## src/rtl/bus_fsm_pkg.sv

```systemverilog
// Shared types and helpers for the bus arbitration FSM family.
package bus_fsm_pkg;

    // Same encoding as the original single-master bus FSM.
    typedef enum logic [1:0] {
        IDLE = 2'b00,
        BUSY = 2'b01,
        WAIT = 2'b10,
        FREE = 2'b11
    } state_t;

    // Width needed to index/count v values, never less than one bit.
    function automatic int clog2_min1(input int v);
        return (v <= 1) ? 1 : $clog2(v);
    endfunction

endpackage

```

## src/rtl/bus_arb_fsm_if.sv

```systemverilog
// Handshake/bus bundle between bus masters and the arbiter.
interface bus_arb_fsm_if
    import bus_fsm_pkg::*;
#(
    parameter int NREQ = 4,
    localparam int IDW = clog2_min1(NREQ)
);
    logic [NREQ-1:0] req;
    logic            done;
    logic            dly;
    logic [NREQ-1:0] gnt;
    logic [IDW-1:0]  gnt_id;
    logic            busy;
    logic            timeout;

    // Arbiter side.
    modport slave (
        input  req, done, dly,
        output gnt, gnt_id, busy, timeout
    );

    // Requester side.
    modport master (
        output req, done, dly,
        input  gnt, gnt_id, busy, timeout
    );
endinterface

```

## src/rtl/bus_arb_fsm_rr_pick.sv

```systemverilog
// Round-robin picker: first set request after 'last', wrapping, so the
// previous winner gets the lowest priority.
module rr_pick
    import bus_fsm_pkg::*;
#(
    parameter int N = 4,
    localparam int IDW = clog2_min1(N)
) (
    input  logic [N-1:0]   req,
    input  logic [IDW-1:0] last,
    output logic [IDW-1:0] idx,
    output logic           valid
);
    logic [IDW-1:0] cand;

    // Scan offsets 1..N from last; the first hit wins.
    always_comb begin
        idx   = '0;
        valid = 1'b0;
        cand  = '0;
        for (int unsigned i = 1; i <= N; i++) begin
            cand = IDW'((32'(last) + i) % N);
            if (!valid && req[cand]) begin
                valid = 1'b1;
                idx   = cand;
            end
        end
    end
endmodule

```

## src/rtl/bus_arb_fsm.sv

```systemverilog
// Round-robin arbiter for one shared bus with BUSY/WAIT/FREE handshake and
// a hold-time watchdog. gnt_id drives the downstream bus mux select.
module bus_arb_fsm
    import bus_fsm_pkg::*;
#(
    parameter int NREQ = 4,
    parameter int MAX_HOLD = 64,
    localparam int IDW = clog2_min1(NREQ),
    localparam int CW = clog2_min1(MAX_HOLD + 1)
) (
    input logic          clk,
    input logic          rst_n,
    bus_arb_fsm_if.slave bus
);
    localparam logic [CW-1:0] HOLD_LAST = (MAX_HOLD > 0) ? CW'(MAX_HOLD - 1) : '0;

    state_t          state_q, state_d;
    logic [IDW-1:0]  owner_q, owner_d;
    logic [CW-1:0]   hold_q, hold_d, hold_inc;
    logic            timeout_q, timeout_d;
    logic            wd_hit;
    logic [IDW-1:0]  pick_idx;
    logic            pick_valid;
    logic            tenure;
    logic [NREQ-1:0] gnt_d;

    rr_pick #(.N(NREQ)) u_pick (
        .req   (bus.req),
        .last  (owner_q),
        .idx   (pick_idx),
        .valid (pick_valid)
    );

    // Hold counter saturates instead of wrapping.
    assign hold_inc = (hold_q == '1) ? hold_q : hold_q + 1'b1;
    assign wd_hit   = (MAX_HOLD > 0) && (hold_q == HOLD_LAST);

    // State, owner, hold counter and timeout pulse registers.
    always_ff @(posedge clk or negedge rst_n) begin
        if (!rst_n) begin
            state_q   <= IDLE;
            owner_q   <= IDW'(NREQ - 1);
            hold_q    <= '0;
            timeout_q <= 1'b0;
        end else begin
            state_q   <= state_d;
            owner_q   <= owner_d;
            hold_q    <= hold_d;
            timeout_q <= timeout_d;
        end
    end

    // Next-state logic; normal exits take precedence over the watchdog.
    // hold_cnt advances on every cycle spent in BUSY/WAIT (including the
    // BUSY->WAIT step) so the watchdog bounds total tenure to MAX_HOLD.
    always_comb begin
        state_d   = state_q;
        owner_d   = owner_q;
        hold_d    = hold_q;
        timeout_d = 1'b0;
        unique case (state_q)
            IDLE, FREE: begin
                if (pick_valid) begin
                    state_d = BUSY;
                    owner_d = pick_idx;
                    hold_d  = '0;
                end else begin
                    state_d = IDLE;
                end
            end
            BUSY: begin
                if (bus.done) begin
                    state_d = bus.dly ? WAIT : FREE;
                    hold_d  = hold_inc;
                end else if (wd_hit) begin
                    state_d   = FREE;
                    timeout_d = 1'b1;
                end else begin
                    hold_d = hold_inc;
                end
            end
            WAIT: begin
                if (!bus.dly) begin
                    state_d = FREE;
                end else if (wd_hit) begin
                    state_d   = FREE;
                    timeout_d = 1'b1;
                end else begin
                    hold_d = hold_inc;
                end
            end
            default: state_d = state_q;
        endcase
    end

    // Moore output decode from registered state and owner.
    always_comb begin
        tenure = (state_q == BUSY) || (state_q == WAIT);
        gnt_d  = '0;
        if (tenure) begin
            gnt_d[owner_q] = 1'b1;
        end
    end

    assign bus.gnt     = gnt_d;
    assign bus.gnt_id  = owner_q;
    assign bus.busy    = tenure;
    assign bus.timeout = timeout_q;
endmodule

```

## src/flat_wrapper.sv

```systemverilog
// flat-port wrapper written by rule: the top's interface ports become plain ports
module bus_arb_fsm_flat import bus_fsm_pkg::*;
#(
    parameter int NREQ = 4,
    parameter int MAX_HOLD = 64,
    localparam int IDW = clog2_min1(NREQ),
    localparam int CW = clog2_min1(MAX_HOLD + 1)
)
  (clk, rst_n, bus_req, bus_done, bus_dly, bus_gnt, bus_gnt_id, bus_busy, bus_timeout);
  bus_arb_fsm_if #(.NREQ(NREQ)) bus_i ();
  input logic clk;
  input logic rst_n;
  input wire logic [$bits(bus_i.req)-1:0] bus_req;
  input wire logic [$bits(bus_i.done)-1:0] bus_done;
  input wire logic [$bits(bus_i.dly)-1:0] bus_dly;
  output wire logic [$bits(bus_i.gnt)-1:0] bus_gnt;
  output wire logic [$bits(bus_i.gnt_id)-1:0] bus_gnt_id;
  output wire logic [$bits(bus_i.busy)-1:0] bus_busy;
  output wire logic [$bits(bus_i.timeout)-1:0] bus_timeout;
  assign bus_i.req = bus_req;
  assign bus_i.done = bus_done;
  assign bus_i.dly = bus_dly;
  assign bus_gnt = bus_i.gnt;
  assign bus_gnt_id = bus_i.gnt_id;
  assign bus_busy = bus_i.busy;
  assign bus_timeout = bus_i.timeout;
  bus_arb_fsm #(.NREQ(NREQ), .MAX_HOLD(MAX_HOLD)) u_core (.clk(clk), .rst_n(rst_n), .bus(bus_i));
endmodule
```

## config.mk

```make
export PLATFORM = sky130hd
export DESIGN_NAME = bus_arb_fsm_flat
export DESIGN_NICKNAME = d
export VERILOG_FILES = /design/src/rtl/bus_fsm_pkg.sv /design/src/rtl/bus_arb_fsm_if.sv /design/src/rtl/bus_arb_fsm_rr_pick.sv /design/src/rtl/bus_arb_fsm.sv /design/src/flat_wrapper.sv
export SDC_FILE = /design/constraint.sdc
export NUM_CORES = 1
export LEC_CHECK = 0
export CELL_PAD_IN_SITES_DETAIL_PLACEMENT = 1
export CELL_PAD_IN_SITES_GLOBAL_PLACEMENT = 2
export CORE_MARGIN = 8
export CORE_UTILIZATION = 27
export DETAILED_ROUTE_END_ITERATION = 10
export GPL_TIMING_DRIVEN = 1
export PLACE_DENSITY = 0.79
export SYNTH_ARGS = -nofsm -noshare
export SYNTH_HDL_FRONTEND = slang
export SYNTH_HIERARCHICAL = 1
export SYNTH_SLANG_ARGS = --single-unit
```

## constraint.sdc

```tcl
create_clock -name clk -period 1.5 [get_ports clk]
set_input_delay 0.15 -clock clk [delete_from_list [all_inputs] [get_ports clk]]
set_output_delay 0.15 -clock clk [all_outputs]
set_load 0.01 [all_outputs]
```

* Word-level counts from Yosys, hierarchy flattened *
Index checks and enable logic that the tools add are counted.

word-level totals
  bits in registers = 12
  latch bits = 0
  memory bits (writable) = 0
  ROM bits = 0
  input bits = 8
  logic and storage cells = 69
  memories = 0

cells by class
  $add $sub $neg = 5
  multipliers = 0
  divide/modulo/power cells = 0
  order comparisons = 6
  equality and inequality tests = 7
  shift-type cells = 0
  muxes and demuxes = 35
  bitwise logic cells = 0
  reduce and logical (&&, ||, !) cells = 12

operator list
  operator                                                            count
  2-to-1 mux 7 bit                                                    5
  one-hot mux 7 bit (3 select lines)                                  1
  < comparator 2 x 3 -> 1 bit (second input constant)                 5
  2-to-1 mux 1 bit                                                    14
  2-to-1 mux 2 bit                                                    7
  binary-select mux 1 bit (select 2 bit)                              4
  adder 7 x 1 -> 7 bit (second input constant)                        1
  == test 7 x 6 -> 1 bit (second input constant)                      1
  == test 7 bit (second input constant)                               1
  one-hot mux 2 bit (3 select lines)                                  1
  adder 2 x 1 -> 2 bit (second input constant)                        2
  adder 2 bit (second input constant)                                 2
  == test 2 bit (second input constant)                               2
  logical AND 1 bit                                                   4
  2-to-1 mux 4 bit                                                    1
  AND reduction 2 bit                                                 2
  logical NOT 1 bit                                                   3
  demux 1 bit (select 2 bit)                                          1
  == test 2 x 1 -> 1 bit (second input constant)                      1
  greater-or-equal comparator 2 x 1 -> 1 bit (second input constant)  1
  logical NOT 2 bit                                                   1
  inequality test 2 x 1 -> 1 bit (second input constant)              1
  inequality test 2 bit (second input constant)                       1
  one-hot mux 1 bit (2 select lines)                                  1
  2 further kinds                                                     2

* Logic depth before layout (Yosys ltp) *
Gate-level depths: netlist of the first run.

  depth in word-level cells = 15
  depth in mapped cells = 6

* Modules after synthesis *
The synthesis of the first run kept the hierarchy.

by module, submodules not included
  module       times used  cells an instance  area an instance (µm²)  seq. area each (µm²)
  bus_arb_fsm  1           86                 774.5                   302.8
  rr_pick      1           14                 91.3                    0.0

* Worst setup path before layout of the first run *
No wires, ideal clock.

  kind = register to register
  start point = reg u_core.state_q[0]
  end point = reg u_core.hold_q[5]
  arrival time = 1.592 ns
  required time = 1.420 ns
  setup slack = -0.173 ns
  cell stages (with the launch flop) = 7
  clock period less this slack = 1.673 ns
  path through = dfrtp_1 > inv_1 > ha_1 > mux2i_1 > or2_1 > or4_4 > o211ai_2

between the ends
  word-level cells in the longest chain between the ends = 4

ends and longest elaborated chain
  what                                                       line               source
  start, declared                                            bus_arb_fsm.sv:17  state_t state_q, state_d;
  start signal, assigned                                     bus_arb_fsm.sv:46  state_q <= state_d;
  == test 2 bit / logical NOT 2 bit (equally long branches)  bus_arb_fsm.sv:61  unique case (state_q)
  OR reduction 2 bit                                         bus_arb_fsm.sv:61
  inequality test 2 x 1 -> 1 bit (no line)                   --
  AND reduction 2 bit (no line)                              --
  end signal, assigned                                       bus_arb_fsm.sv:48  hold_q <= hold_d;
  end, declared                                              bus_arb_fsm.sv:19  logic [CW-1:0] hold_q, hold_d, hold_inc;

Several ways; a longest one is shown, not always the timed one.
A chain may end at the register's enable or synchronous reset.

* Worst setup path in the final report of the first run *
  start point = reg u_core.state_q[1]
  end point = reg u_core.hold_q[5]

Same word-level chain as after synthesis.

==> metrics.txt, run 1 <==
count of distinct cell types in the synthesized netlist 38; cell family with the largest share of critical-path delay simple AND/OR/NAND/NOR gates; Final period util 1.107; Core ar. slightly above 0.003 mm2; CTS tree done; largest fanout on the critical path 4; kind of critical path flop to flop; TritonCTS buffer count 3; worst min path class input port to async pin; routed via count divided by cell count between 5 and 6; clock network fraction of total power 0.103; cell at the slowest stage of the critical path dfrtp_2; clock root buffer clkbuf_4; residual antenna-violating net count after detailed routing 0; leakage power about 0.64 nW; async set-or-reset flop fraction in the synthesized netlist 1.000; number of register bits inferred by synthesis 12; sum of negative setup slack -0.8945 ns; outcome finished, violations left; portion of total power attributed to combinational logic 0.700; total number of placement rows 20; WL/cell roughly 16 um; antenna violations before repair 0; final setup fails 11; top cell type's share of synthesized area 0.2890; total half-perimeter wirelength after legalization and detailed placement 2166 um; number of remaining DRC errors 0; most area-consuming cells after synthesis dfrtp_1 29%, dfstp_2 6.1%, ha_1 5.8%, a21oi_1 4.6%, nor2_1 4.3%; max_cap viols 0; worst-skew pair later-pin latency approximately 0.28 ns; drt first pass iters 6; via total after detailed routing a little under 1000; arrival time reported for the critical path endpoint 1.87 ns; maximum number of pins on one net before global-route repair 13; number of nets in the finished design around 160; cell count after synthesis 100; sequential cell area in the final layout ~300 um2; relative area change from synthesis to final layout 71.53%; starting utilization of the core area 0.2836; maximum operating frequency around 600 MHz; Max VDD drop approximately 0.95 mV; share of the yosys chip area belonging to registers 0.3497; y dimension of the die 72.63 um; hold buffer count at cts 0; count of boundary I/O pins 16; post-detailed-routing wire length 3164 um; die area 0.005275 mm2; vias in the first global route ~1100; Congestion Overflow GR 0; synthesized netlist net count between 100 and 150; Post-synth top cells 10 x dfrtp_1, 10 x nor2_1, 8 x a21oi_1; Fin. Hold Viols 0; tightest slew margin relative to the limit 0.6063; warnings from Yosys 6; Cell Area, Synth 865.8 um2; Worst-Margin Slew roughly 0.59 ns; fraction of final layout cells with drive strength greater than 1 0.5267; number of synthesized flops with an enable pin 0; switching portion of total power 0.4035; Pwr Density 1775 mW/mm2; fin worst setup slack -0.1608 ns; CTS max path bufs 2; footprint of the multi-input gates about 670 um2; type of origin of the critical path flop; setup clock skew after layout 0.001645 ns; weighted congestion reported at the end of routability-driven placement 0.8182; fill cell total of the finished layout 376; Worst Path Buf+Inv 1; fin crit period between 1.5 and 2 ns; number of levels in the clock H-tree 1; required time at the worst-slack endpoint 1.71 ns; sink count of the clock tree 12; number of buffers inserted by port buffering 15; Synth Area per Inst about 8.7 um2; category of the worst setup path capture point flop; DIE WIDTH approximately 73 um; number of diodes 0; first-pass GRT wire length ~5300 um; Internal Dissipation between 1.5 and 2 mW; top flip-flop cell by instance count after synthesis dfrtp_1; total power draw between 2 and 3 mW; unrepaired setup endpoints after global routing true; portion of total power attributed to sequential cells 0.197; worst path cell trace inv_2 -> ha_4 -> mux2i_2 -> or2_4 -> or4_4 -> o211ai_2; clk slew on worst S/H paths 0.08 ns; initial DRC count 23; total global routing track utilization 0.1278; total net switching power ~1.1 mW; top cell type by total area after synthesis dfrtp_1; max-slew violation count 0; largest incremental delay on the critical path 0.47 ns; failing checks setup timing
sequential cells by signal, indices dropped and copies added (netlist names):
name                cells
u_core/bus.timeout      1
u_core/hold_q           7
u_core/bus.gnt_id       2
u_core/state_q          2
placed cells by master, fill, tap and decap left out, drive strengths merged, types with 3 or more instances in the layout:
master	netlist	layout
and3	3	3
buf	0	38
nand3	4	4
clkdlybuf4s50	0	8
nor2	10	10
inv	7	7
clkbuf	3	5
a31oi	3	3
nand2b	3	3
a21oi	9	9
o211ai	4	4
nand2	5	5
nor2b	4	4
dfrtp	10	10
ha	4	4
kinds of logic after synthesis:
logic type | count (synthesis) | share of synthesized area
AOI/OAI and AO/OA | 31 | 0.2558
adders and majority gates | 4 | 0.05781
buffers and inverters | 10 | 0.04336
DFF | 12 | 0.3497
muxes | 4 | 0.04913
and+or+nand+nor | 39 | 0.2442
metal layers:
metal  share of wire  vias to the layer above  GRT usage
met1            0.42                      471     0.1381
met3           0.023                       11    0.02060
met4           0.040                        0    0.09556
li1                -                      470          -
met2            0.52                       20     0.2187
met5               0                        -          0
worst register-to-register path: cells and delay by family, from the launching register on:
family | cells | cell delay, ns
buffers and inverters | 1 | 0.09
and+or+nand+nor | 2 | 0.68
adders and majority gates | 1 | 0.16
AOI/OAI and AO/OA | 1 | 0.09
DFF | 1 | 0.47
muxes | 1 | 0.10
layout make-up:
class                      count  share of cell area
inverter                       7             0.01769
timing repair buffer          49              0.2662
multi-input combinational     78              0.4499
tap                           44             0.03707
clock buffer                   4             0.02443
sequential                    12              0.2047
final timing paths:
check / start / slack [ns] / depth (start not counted) / endpoint
min in group clk: u_core/hold_q[0] / 0.60 / 2 / u_core/hold_q[0]
max reg2reg: u_core/state_q[1] / -0.16 / 6 / u_core/hold_q[5]
min: rst_n / 0.24 / 1 / u_core/state_q[0]
max in group asynchronous: rst_n / 0.85 / 1 / u_core/state_q[1]
min reg2reg: u_core/hold_q[0] / 0.60 / 2 / u_core/hold_q[0]
max: u_core/state_q[1] / -0.16 / 6 / u_core/hold_q[5]
metrics by stage:
stage | worst slack, ns | cell area, um2 | hold slack, ns | cells | util
2_1_floorplan | -0.05887 | 868.3 | -0.1456 | 100 | -
3_3_place_gp | -0.2093 | 1257 | 0.5515 | 182 | 0.4119
3_5_place_dp | -0.2780 | 1257 | 0.5633 | 182 | 0.4119
4_1_cts | -0.1834 | 1435 | 0.2378 | 190 | 0.4701
5_1_grt | -0.2020 | 1485 | 0.2743 | 194 | 0.4865
6_report | -0.1608 | 1485 | 0.2354 | 194 | 0.4865
power by group through the flow:
stage / Combinational (mW) / Clock (mW) / Sequential [mW]
6_report: 1.84 / 0.271 / 0.520
2_1_floorplan: 0.625 / 0 / 0.544
3_3_place_gp: 1.33 / 0 / 0.496
5_1_grt: 1.99 / 0.294 / 0.529
4_1_cts: 1.66 / 0.287 / 0.525
3_5_place_dp: 1.35 / 0 / 0.510
repair_timing:
action,in CTS,in global routing
pin swaps,7,4
buffers inserted,5,4
setup endpoints to repair,15,16
gates resized for setup,55,9
No activity file was read; power rests on OpenSTA's default activity.
==> run 2: changes to the inputs <==
- CORE_ASPECT_RATIO: unset -> 1.2
- MAX_ROUTING_LAYER: unset -> met4
==> metrics.txt, run 2 (synthesis results as in run 1) <==
count of boundary I/O pins 16; tightest slew margin relative to the limit 0.8024; number of nets in the finished design 169; required time at the worst-slack endpoint 1.67 ns; number of diodes 0; register containing the most flip-flops in the final layout u_core/hold_q; Worst-Margin Slew ~0.30 ns; total global routing track utilization 0.1262; worst path cell trace buf_4 -> buf_6 -> ha_4 -> nor2b_4 -> o211ai_1 -> buf_4 -> o21a_4 -> o211ai_1; CTS max path bufs 2; sink count of the clock tree 12; category of the worst setup path capture point flop; number of levels in the clock H-tree 1; kind of critical path flop to flop; fraction of final layout cells with drive strength greater than 1 0.5449; residual antenna-violating net count after detailed routing 0; Congestion Overflow GR 0; worst-skew pair later-pin latency between 0.2 and 0.3 ns; antenna violations before repair 0; worst min path class input port to async pin; Worst Path Buf+Inv 3; TritonCTS buffer count 3; largest fanout on the critical path 4; via total after detailed routing around 1000; Core ar. 0.003055 mm2; final setup fails 14; total half-perimeter wirelength after legalization and detailed placement ~2300 um; cell family with the largest share of critical-path delay compound AO/OA/AOI/OAI gates; y dimension of the die around 78 um; fin worst setup slack -0.2580 ns; WL/cell between 15 and 20 um; maximum operating frequency 568.8 MHz; maximum number of pins on one net before global-route repair 13; Pwr Density between 1500 and 2000 mW/mm2; number of buffers inserted by port buffering 15; max_cap viols 0; DIE WIDTH approximately 68 um; max-slew violation count 0; clk slew on worst S/H paths 0.09 ns; fin crit period 1.758 ns; first-pass GRT wire length slightly above 5000 um; drt first pass iters 4; clock root buffer clkbuf_4; Max VDD drop 0.9774 mV; Fin. Hold Viols 0; initial DRC count 76; CTS tree done; starting utilization of the core area 0.2834; commonest non-fill, non-tap cell in the layout buf_4; hold buffer count at cts 0; type of origin of the critical path flop; weighted congestion reported at the end of routability-driven placement slightly above 0.8; setup clock skew after layout ~0.0094 ns; die area ~0.0053 mm2; instance count after placement with tap cells included between 150 and 200; Final period util 1.172; leakage power 0.6801 nW; vias in the first global route roughly 1100; register-to-register setup slack -0.26 ns; number of remaining DRC errors 0; failing checks setup timing; number of standard cells in the final layout excluding fillers between 150 and 200; max reg flops 7; cell at the slowest stage of the critical path dfrtp_1; sum of negative setup slack -2.544 ns; routed via count divided by cell count 5.401; post-detailed-routing wire length 3536 um; arrival time reported for the critical path endpoint 1.93 ns; largest incremental delay on the critical path around 0.40 ns; Final Hold Slack 0.1584 ns; unrepaired setup endpoints after global routing true; outcome finished, violations left; relative area change from synthesis to final layout 81.94%; commonest non-fill, non-tap cells in the layout 34 x buf_4, 9 x dfrtp_1, 8 x clkdlybuf4s50_1, 8 x nor2_1; total number of placement rows 22
[run 2: timing repair]
item | in CTS | in global routing
endpoints found under the setup margin | 16 | 14
buffers inserted | 5 | 5
pin swaps | 8 | 12
gates resized for setup | 48 | 24
[run 2: final cells by class]
cell class | instances | area [um2]
Fill cell | 350 | 1480
Sequential cell | 12 | 304.0
Multi-Input combinational cell | 78 | 721.9
Tap cell | 36 | 45.04
Timing Repair Buffer | 55 | 451.7
Inverter | 7 | 26.28
Clock buffer | 4 | 26.28
[run 2: final timing paths]
check                             startpoint                    to  depth (start not counted)
hold reg to reg             u_core/hold_q[0]      u_core/hold_q[0]                          2
setup / recovery           u_core/state_q[0]      u_core/hold_q[3]                          8
min in group clk            u_core/hold_q[0]      u_core/hold_q[0]                          2
max in group asynchronous              rst_n  u_core/bus.gnt_id[0]                          2
hold / removal                         rst_n      u_core/hold_q[1]                          2
setup reg to reg           u_core/state_q[0]      u_core/hold_q[3]                          8
[run 2: layer usage]
metal,vias to the layer above,share of wire,global-route usage
li1,478,-,-
met1,529,0.38,0.1294
met2,23,0.56,0.2298
met3,7,0.051,0.02415
met4,0,0.015,0.03983
met5,-,0,-
[run 2: power by group]
group	leakage (nW)	total, mW	switching [mW]	internal (mW)
combinational	0.511	2.12	0.979	1.14
sequential	0.154	0.517	0.0852	0.432
clock	0.0150	0.230	0.127	0.104
total	0.680	2.87	1.19	1.68
[run 2: through the flow]
step	util	power, mW	setup slack [ns]	area (um2)
5_1_grt	0.5156	3.029	-0.3127	1575
3_5_place_dp	0.4181	1.947	-0.3601	1277
4_1_cts	0.4599	2.483	-0.2229	1405
6_report	0.5156	2.866	-0.2580	1575
3_3_place_gp	0.4181	1.870	-0.2229	1277
2_1_floorplan	-	1.169	-0.05887	868.3
